`config.mk`:
```
export PLATFORM = sky130hd
export DESIGN_NAME = mips_mc_control
export DESIGN_NICKNAME = d
export VERILOG_FILES = /design/src/rtl/mips_mc_control.sv
export SDC_FILE = /design/constraint.sdc
export NUM_CORES = 1
export LEC_CHECK = 0
export CORE_UTILIZATION = 45
export DETAILED_ROUTE_END_ITERATION = 6
export PLACE_DENSITY = 0.73
export SYNTH_ARGS = -nofsm -noshare
export SYNTH_HDL_FRONTEND = slang
export SYNTH_SLANG_ARGS = --single-unit
```
`constraint.sdc`:
```
create_clock -name clk -period 2.4 [get_ports clk]
set_input_delay 0.36 -clock clk [delete_from_list [all_inputs] [get_ports clk]]
set_output_delay 0.36 -clock clk [all_outputs]
set_load 0.03 [all_outputs]
```
`src/rtl/mips_mc_control.sv`:
```
// ---------------------------------------------------------------------------
// mips_mc_control
//   Multi-cycle MIPS control unit. It steps each instruction through
//   FETCH -> DECODE -> EXEC -> [MEM] -> [WB], handshaking with instruction
//   and data memories that can stall. A watchdog faults the core when a
//   memory stalls for too long. HALT and FAULT are absorbing until reset.
//
// Ports
//   clk, rst_n          rising-edge clock, asynchronous active-low reset
//   opcode              opcode field from the instruction register
//   halt_req            halt request, only honoured in FETCH
//   instr_waitrequest   instruction memory busy
//   data_waitrequest    data memory busy
//   instr_read          instruction fetch strobe
//   ir_write, pc_write  IR load / PC advance (one cycle per fetch)
//   RegDst .. RegWrite  datapath controls
//   ALUOp               zero-extended opcode of the instruction in flight
//   state               current state code
//   halted, fault       status flags
//   instr_count         retired-instruction counter (wraps)
// ---------------------------------------------------------------------------
module mips_mc_control #(
    parameter int OPCODE_W   = 6,
    parameter int ALUOP_W    = 6,
    parameter int CNT_W      = 32,
    parameter int WAIT_LIMIT = 255
) (
    input  logic                clk,
    input  logic                rst_n,
    input  logic [OPCODE_W-1:0] opcode,
    input  logic                halt_req,
    input  logic                instr_waitrequest,
    input  logic                data_waitrequest,
    output logic                instr_read,
    output logic                ir_write,
    output logic                pc_write,
    output logic                RegDst,
    output logic                ALUSrc,
    output logic                Branch,
    output logic                MemRead,
    output logic                MemWrite,
    output logic                MemtoReg,
    output logic                RegWrite,
    output logic [ALUOP_W-1:0]  ALUOp,
    output logic [2:0]          state,
    output logic                halted,
    output logic                fault,
    output logic [CNT_W-1:0]    instr_count
);

    localparam int WD_W = $clog2(WAIT_LIMIT + 1);

    typedef enum logic [2:0] {
        S_FETCH  = 3'd0,
        S_DECODE = 3'd1,
        S_EXEC   = 3'd2,
        S_MEM    = 3'd3,
        S_WB     = 3'd4,
        S_HALT   = 3'd5,
        S_FAULT  = 3'd6
    } state_t;

    typedef enum logic [2:0] {
        C_RTYPE,
        C_JUMP,
        C_BRANCH,
        C_IALU,
        C_LW,
        C_SW,
        C_ILLEGAL
    } iclass_t;

    function automatic iclass_t classify(input logic [OPCODE_W-1:0] op);
        int unsigned v;
        v = 32'(op);
        if (v == 0)                  return C_RTYPE;
        else if (v == 2 || v == 3)   return C_JUMP;
        else if (v == 4 || v == 5)   return C_BRANCH;
        else if (v >= 8 && v <= 15)  return C_IALU;
        else if (v == 'h23)          return C_LW;
        else if (v == 'h2B)          return C_SW;
        else                         return C_ILLEGAL;
    endfunction

    state_t                state_q, state_d;
    logic [OPCODE_W-1:0]   op_q;
    logic [WD_W-1:0]       wd_q;
    logic [CNT_W-1:0]      count_q;
    logic                  retire;
    logic                  halt_take;
    logic                  stall;
    logic                  wd_expire;
    iclass_t               dec_class;
    iclass_t               cur_class;

    // Halt is masked while reset is held so the reset-time outputs show a
    // plain fetch regardless of what halt_req is doing.
    assign halt_take = rst_n & halt_req;

    assign stall = ((state_q == S_FETCH) && !halt_take && instr_waitrequest) ||
                   ((state_q == S_MEM) && data_waitrequest);

    // This cycle is the WAIT_LIMIT-th consecutive stalled one.
    assign wd_expire = stall && (wd_q == WD_W'(WAIT_LIMIT - 1));

    assign dec_class = classify(opcode);
    assign cur_class = classify(op_q);

    // ---------------------------------------------------------------------
    // State register
    // ---------------------------------------------------------------------
    // NOTE: sequential state uses non-blocking assignments so every register
    // samples the pre-edge values, independent of process ordering.
    always_ff @(posedge clk or negedge rst_n) begin
        if (!rst_n) begin
            state_q <= S_FETCH;
        end else begin
            state_q <= state_d;
        end
    end

    // Latched opcode, watchdog and retire counter.
    always_ff @(posedge clk or negedge rst_n) begin
        if (!rst_n) begin
            op_q    <= '0;
            wd_q    <= '0;
            count_q <= '0;
        end else begin
            if (state_q == S_DECODE) begin
                op_q <= opcode;
            end
            wd_q <= stall ? wd_q + WD_W'(1) : '0;
            if (retire) begin
                count_q <= count_q + CNT_W'(1);
            end
        end
    end

    // ---------------------------------------------------------------------
    // Next-state logic
    // ---------------------------------------------------------------------
    // NOTE: every signal driven here gets a default first, so no path can
    // leave it unassigned and infer a latch.
    always_comb begin
        state_d = state_q;
        retire  = 1'b0;
        unique case (state_q)
            S_FETCH: begin
                if (halt_take) begin
                    state_d = S_HALT;
                end else if (instr_waitrequest) begin
                    if (wd_expire) state_d = S_FAULT;
                end else begin
                    state_d = S_DECODE;
                end
            end
            S_DECODE: begin
                state_d = (dec_class == C_ILLEGAL) ? S_FAULT : S_EXEC;
            end
            S_EXEC: begin
                unique case (cur_class)
                    C_JUMP, C_BRANCH: begin
                        state_d = S_FETCH;
                        retire  = 1'b1;
                    end
                    C_LW, C_SW: state_d = S_MEM;
                    C_RTYPE, C_IALU: state_d = S_WB;
                    default: state_d = S_FAULT;
                endcase
            end
            S_MEM: begin
                if (data_waitrequest) begin
                    if (wd_expire) state_d = S_FAULT;
                end else if (cur_class == C_SW) begin
                    state_d = S_FETCH;
                    retire  = 1'b1;
                end else begin
                    state_d = S_WB;
                end
            end
            S_WB: begin
                state_d = S_FETCH;
                retire  = 1'b1;
            end
            S_HALT:  state_d = S_HALT;
            S_FAULT: state_d = S_FAULT;
            default: state_d = S_FAULT;   // unused code 7
        endcase
    end

    // ---------------------------------------------------------------------
    // Output logic
    // ---------------------------------------------------------------------
    always_comb begin
        instr_read = 1'b0;
        ir_write   = 1'b0;
        pc_write   = 1'b0;
        RegDst     = 1'b0;
        ALUSrc     = 1'b0;
        Branch     = 1'b0;
        MemRead    = 1'b0;
        MemWrite   = 1'b0;
        MemtoReg   = 1'b0;
        RegWrite   = 1'b0;
        ALUOp      = '0;
        halted     = 1'b0;
        fault      = 1'b0;
        unique case (state_q)
            S_FETCH: begin
                instr_read = !halt_take;
                // Gated by rst_n so no IR/PC load is signalled during reset.
                ir_write   = rst_n && !halt_take && !instr_waitrequest;
                pc_write   = rst_n && !halt_take && !instr_waitrequest;
            end
            S_DECODE: begin
                // The opcode is being captured this cycle; present it
                // directly so ALUOp already reflects the new instruction.
                ALUOp = ALUOP_W'(opcode);
            end
            S_EXEC: begin
                ALUOp = ALUOP_W'(op_q);
                unique case (cur_class)
                    C_RTYPE:               RegDst = 1'b1;
                    C_IALU, C_LW, C_SW:    ALUSrc = 1'b1;
                    C_JUMP, C_BRANCH:      Branch = 1'b1;
                    default: ;
                endcase
            end
            S_MEM: begin
                ALUOp    = ALUOP_W'(op_q);
                MemRead  = (cur_class == C_LW);
                MemWrite = (cur_class == C_SW);
            end
            S_WB: begin
                ALUOp    = ALUOP_W'(op_q);
                RegWrite = 1'b1;
                MemtoReg = (cur_class == C_LW);
                RegDst   = (cur_class == C_RTYPE);
            end
            S_HALT:  halted = 1'b1;
            S_FAULT: fault  = 1'b1;
            default: ;
        endcase
    end

    assign state       = state_q;
    assign instr_count = count_q;

endmodule

```
=== Yosys cells after proc, flatten, opt, wreduce, memory -nomap -nowiden ===
Index checks and enable logic that the tools add are counted.

* Register bits: 49
* Bits in latches: 0
* Bits in writable memories: 0
* Memory bits (read-only): 0
* Input port bits: 11
* Output and inout port bits: 53
* Logic and storage cells: 99
* Memories kept: 0

* $add $sub $neg: 2
* $mul: 0
* Div/mod/pow operators: 0
* $lt $le $gt $ge: 4
* Equality and inequality tests: 25
* Shift operators: 0
* Multiplexer cells: 39
* Bitwise operators: 1
* Reductions and logical operators: 24

{| class="wikitable"
|+ Operator list
! operator !! count
|-
| 2-to-1 mux 3 bit || 14
|-
| adder 32 x 1 -> 32 bit (second input constant) || 1
|-
| == test 6 x 2 -> 1 bit (second input constant) || 4
|-
| == test 6 x 3 -> 1 bit (second input constant) || 4
|-
| == test 6 bit (second input constant) || 4
|-
| == test 3 bit (second input constant) || 6
|-
| one-hot mux 3 bit (6 select lines) || 1
|-
| 2-to-1 mux 1 bit || 15
|-
| == test 3 x 2 -> 1 bit (second input constant) || 4
|-
| >= comparator 6 x 4 -> 1 bit (second input constant) || 2
|-
| <= comparator 6 x 4 -> 1 bit (second input constant) || 2
|-
| zero test 6 bit || 2
|-
| one-hot mux 6 bit (2 select lines) || 1
|-
| one-hot mux 3 bit (3 select lines) || 1
|-
| adder 8 x 1 -> 8 bit (second input constant) || 1
|-
| == test 8 bit (second input constant) || 1
|-
| logical AND 1 bit || 8
|-
| 2-to-1 mux 2 bit || 4
|-
| 2-to-1 mux 8 bit || 1
|-
| == test 3 x 1 -> 1 bit (second input constant) || 2
|-
| zero test 3 bit || 2
|-
| OR reduction 2 bit || 3
|-
| OR reduction 3 bit || 2
|-
| logical OR 1 bit || 5
|-
| other kinds (4) || 5
|}

=== Logic depth before layout (Yosys ltp) ===
* Depth after elaboration: 11
* Gate-level depth with buffers: 7
* Mapped depth without buffers: 5

=== Worst setup path after synthesis ===
Ideal clock, no wire load.

* Path kind: flip-flop to output port
* Start point: register state_q[0], in the netlist state[0]
* End point: output port RegDst
* Data arrival time: 2669 ps
* Data required time: 2040 ps
* Slack: -629 ps
* Cell stages (with the launch flop): 6
* Buffers on the path: 2
* Cells stage by stage: dfrtp_1 buf_2 clkbuf_1 nor3_1 o21ai_0 a2111oi_0

* Word-level cells in the longest chain between the ends: 2
* Elaborated cells on any way between the ends: 3
* Those cells by class: eq/ne (2); mux (1)

{| class="wikitable"
|+ Ends and longest elaborated chain
! what !! RTL line !! text
|-
| from (decl) || 85 || <nowiki>state_t state_q, state_d;</nowiki>
|-
| from (signal assigned) || 118 || <nowiki>state_q <= state_d;</nowiki>
|-
| == test 3 bit / == test 3 x 2 -> 1 bit (equally long branches) || 208 || <nowiki>unique case (state_q)</nowiki>
|-
| one-hot mux 1 bit (2 select lines) (*) || 208 ||
|-
| to (decl) || 37 || <nowiki>output logic RegDst,</nowiki>
|}

Mark *: on every way between the ends. The rest lies on a longest branch, timed or not.

=== Final worst setup path ===
* Start point: register op_q[1]
* End point: output port Branch

* Word-level cells in the longest chain between the ends: 11
* Elaborated cells on any way between the ends: 23
* Those cells by class: order compare (2); eq/ne (8); mux (8); reduce/logical (5)

{| class="wikitable"
|+ Ends and longest elaborated chain
! what !! RTL line !! text
|-
| from (decl) || 86 || <nowiki>logic [OPCODE_W-1:0] op_q;</nowiki>
|-
| from (signal assigned) || 130 || <nowiki>op_q <= opcode;</nowiki>
|-
| branches (longest 6 deep; another with >= comparator 6 x 4 -> 1 bit) || - ||
|-
| 2-to-1 mux 3 bit (*) || 76 || <nowiki>if (v == 0) return C_RTYPE;</nowiki>
|-
| == test 3 x 1 -> 1 bit / == test 3 x 2 -> 1 bit (equally long branches) || 222 || <nowiki>unique case (cur_class)</nowiki>
|-
| OR reduction 2 bit (*) || 222 ||
|-
| 2-to-1 mux 1 bit (*) || 222 ||
|-
| 2-to-1 mux 1 bit (*) || 208 ||
|-
| to (decl) || 39 || <nowiki>output logic Branch,</nowiki>
|}

Mark *: on every way between the ends.

==> summary.md <==
| Metric | Value |
|---|---|
| Status | `complete, no violations` |
| CP max stage cell | `or4b_4` |
| Maximum vdd ir drop | `between 0.5 and 0.6 mV` |
| DRC errors left | `0` |
| Placed inst area | `approximately 0.0036 mm²` |
| RD Place Congestion | `0.8725` |
| Clock root buffer | `clkbuf_8` |
| Resize count post-CTS | `8` |
| Initial Utilization | `0.4710` |
| Setup CP Type | `reg2out` |
| Starting DRT DRC Count | `162` |
| Critical Path End Type | `primary output` |
| Latest clock arrival within the worst-skew pair | `roughly 0.30 ns` |
| Max_slew headroom | `0.5850` |
| Total gr overflow | `0` |
| Placed cells | `roughly 420` |
| Pleak | `~1.6 nW` |
| Fin Setup TNS | `0 ns` |
| Vias | `2399` |
| Seq cells post-synth | `a little under 50` |
| Slew Viols, Final | `0` |
| CP Max Fanout | `5` |
| Port bufs | `63` |
| Number of synthesis warnings | `0` |
| Yosys cell types | `51` |
| CP bufs+invs | `1` |
| CTS tree | `built` |
| Pwr Density | `952.8 mW/mm²` |
| Async SR Flop Fraction | `1.000` |
| Post-Route WL | `between 6 and 7 mm` |
| Final cell count without fillers | `430` |
| CP Depth | `4` |
| Initial antenna violation count | `0` |
| Worst path top cell family by delay | `simple AND/OR/NAND/NOR gates` |
| Layout cells sized above 1 | `0.1634` |
| Fillers | `~530` |
| DIE WIDTH | `around 80 µm` |
| Worst Setup SP | `op_q[1]` |
| Sequential fraction of the synthesis area | `0.4371` |
| Final #Nets | `roughly 370` |
| Clock sink count | `49` |
| Cell Rows | `28` |
| Startpoint types | `flip-flop` |
| Final Cycle Share | `0.9748` |
| Worst EP required | `about 2 ns` |
| Antenna cell count | `0` |
| DR pass1 iterations | `4` |
| Die footprint | `around 0.0066 mm²` |
| # IOs | `between 60 and 70` |
| Htree depth | `2` |
| Cells after Synth | `280` |
| WP data arrival | `just under 2 ns` |
| Final hold vios | `0` |
| Avg Vias per Cell | `5.579` |
| Slack of the critical path | `just over 0.06 ns` |
| RSZ-0062 raised after global routing | `false` |
| Worst-Margin Slew | `around 0.62 ns` |
| HPWL after DPL | `a little under 5 mm` |
| Final Setup Violations | `0` |
| Wire per inst | `15.98 µm` |
| Top_reg_cell synth | `dfrtp_1` |
| Core area | `slightly below 0.006 mm²` |
| Design area | `0.003706 mm²` |
| Post-CTS setup buffers | `0` |
| Max Cap Viol | `0` |
| Hold Slack | `0.2880 ns` |
| Pin count of the biggest net entering global routing | `50` |
| Total CTS buffers | `5` |
| Clock buffer depth | `2` |
| Mapped Nets | `between 200 and 300` |
| Cts hold-fix bufs | `0` |
| GR Util All Layers | `0.2250` |
| Die height | `just over 80 µm` |
| Clock Pin Slew Worst Setup and Hold Paths | `around 0.090 ns` |
| Crit-path cells | `xnor2_1 > or4b_4 > nor2_1 > dlygate4sd2_1` |
| Routed Antenna Nets | `0` |
| Clock skew | `between 0.006 and 0.007 ns` |
| R2R Setup Slk | `around 0.30 ns` |
| Area delta synth->final | `32.11%` |
| Final Util | `0.6223` |
| Post-synth EDFFs | `0` |
| Max incr delay on CP | `0.52 ns` |
| Pre-CTS setup slack | `0.06087 ns` |
| Vias in the first global route | `roughly 2200` |
| Reg2reg start | `state[0]` |
| Final min period | `2.339 ns` |
| Worst R2R End | `instr_count[6]` |
| Fmax | `around 430 MHz` |
| Overall power | `around 3.5 mW` |
| Syn Area/Cell | `around 10 µm²` |
| First-pass GRT wire length | `11.21 mm` |
| CP Capture Point | `Branch` |
| Worst-case reg-to-reg path depth | `7` |
| Worst Hold Class | `in2async` |
| Synth Cell Area | `0.002805 mm²` |
-- layer usage --
layer  up-vias  wire (µm)  GRT usage
li1       1172          -          -
met1      1140       3165     0.3138
met2        79       3223     0.3462
met3         8        349    0.03596
met4         0        134    0.09464
met5         -          0          0
-- cell type report --
| type | instances | area [µm²] | area share |
|---|---|---|---|
| inverters | 4 | 15.01 | 0.004051 |
| multi-input cells | 205 | 1456 | 0.3930 |
| clock inverters | 2 | 16.27 | 0.004389 |
| well taps | 75 | 93.84 | 0.02532 |
| repair buffers | 89 | 813.3 | 0.2194 |
| flip-flops and latches | 49 | 1229 | 0.3315 |
| clock buffers | 6 | 82.58 | 0.02228 |
-- kinds of logic (layout without fill, tap and decap cells) --
logic type | after synthesis | count (layout) | synth area share
muxes | 6 | 6 | 0.02408
and+or+nand+nor | 91 | 91 | 0.1793
buffers and inverters | 26 | 101 | 0.05129
xor gates and xnor gates | 39 | 39 | 0.1218
adders and majority gates | 3 | 3 | 0.01338
DFF | 49 | 49 | 0.4371
AOI/OAI and AO/OA | 66 | 66 | 0.1731
-- power by group --
group / internal (mW) / switching (mW) / leakage [nW]
logic: 0.800 / 1.06 / 0.851
clock network: 0.237 / 0.276 / 0.0478
registers: 0.953 / 0.201 / 0.657
total: 1.99 / 1.54 / 1.56
-- cells in the mapped netlist (3+ instances only) --
master	number	area, µm²
xnor2_1	34	297.8
dfrtp_1	49	1226
o21ai_1	3	15.01
nor2_1	18	67.56
a21oi_1	6	30.03
nand4_1	4	25.02
buf_6	5	56.30
ha_1	3	37.54
a22oi_1	6	45.04
nor2b_1	5	31.28
clkbuf_1	13	48.80
and3_1	11	68.82
and4_1	4	35.03
nand2_1	17	63.81
xor2_1	5	43.79
inv_1	4	15.01
o21ai_0	9	45.04
and2_1	4	25.02
o2111ai_1	16	140.1
nand3_1	6	30.03
mux2_2	6	67.56
o211ai_1	11	82.58
nor3_1	9	45.04
-- worst min-delay path by stage --
stage,end,slack [ns],depth (start not counted),from
floorplan,instr_count[0],0.06,0,rst_n
global placement,instr_count[31],0.46,1,instr_count[31]
detailed placement,instr_count[31],0.46,1,instr_count[31]
CTS,instr_count[31],0.30,2,rst_n
global route,instr_count[3],0.34,2,rst_n
finish,instr_count[30],0.29,2,rst_n
-- registers in the layout, summed over array words and instances, names as in the netlist --
signal and count:
state 3, op_q 6, instr_count 32, wd_q 8
-- layout by cell type, fill, tap and decap left out, drive strengths merged, types with 2 or more instances in the layout --
master / Yosys / final
and3: 11 / 11
dlymetal6s2s: 0 / 3
nor2: 18 / 18
nand2: 17 / 17
xnor2: 34 / 34
and4: 4 / 4
buf: 9 / 35
a22oi: 6 / 6
nand3b: 2 / 2
nand4: 4 / 4
nand3: 6 / 6
o21ai: 12 / 12
dlygate4sd2: 0 / 6
nor2b: 5 / 5
a21oi: 7 / 7
and2: 4 / 4
inv: 4 / 5
o211ai: 11 / 11
dfrtp: 49 / 49
nor3b: 2 / 2
mux2: 6 / 6
nand2b: 2 / 2
xor2: 5 / 5
clkdlybuf4s50: 0 / 45
o22ai: 2 / 2
nor3: 9 / 9
o2111ai: 16 / 16
ha: 3 / 3
clkbuf: 13 / 6
No activity file was read; power rests on OpenSTA's default activity.
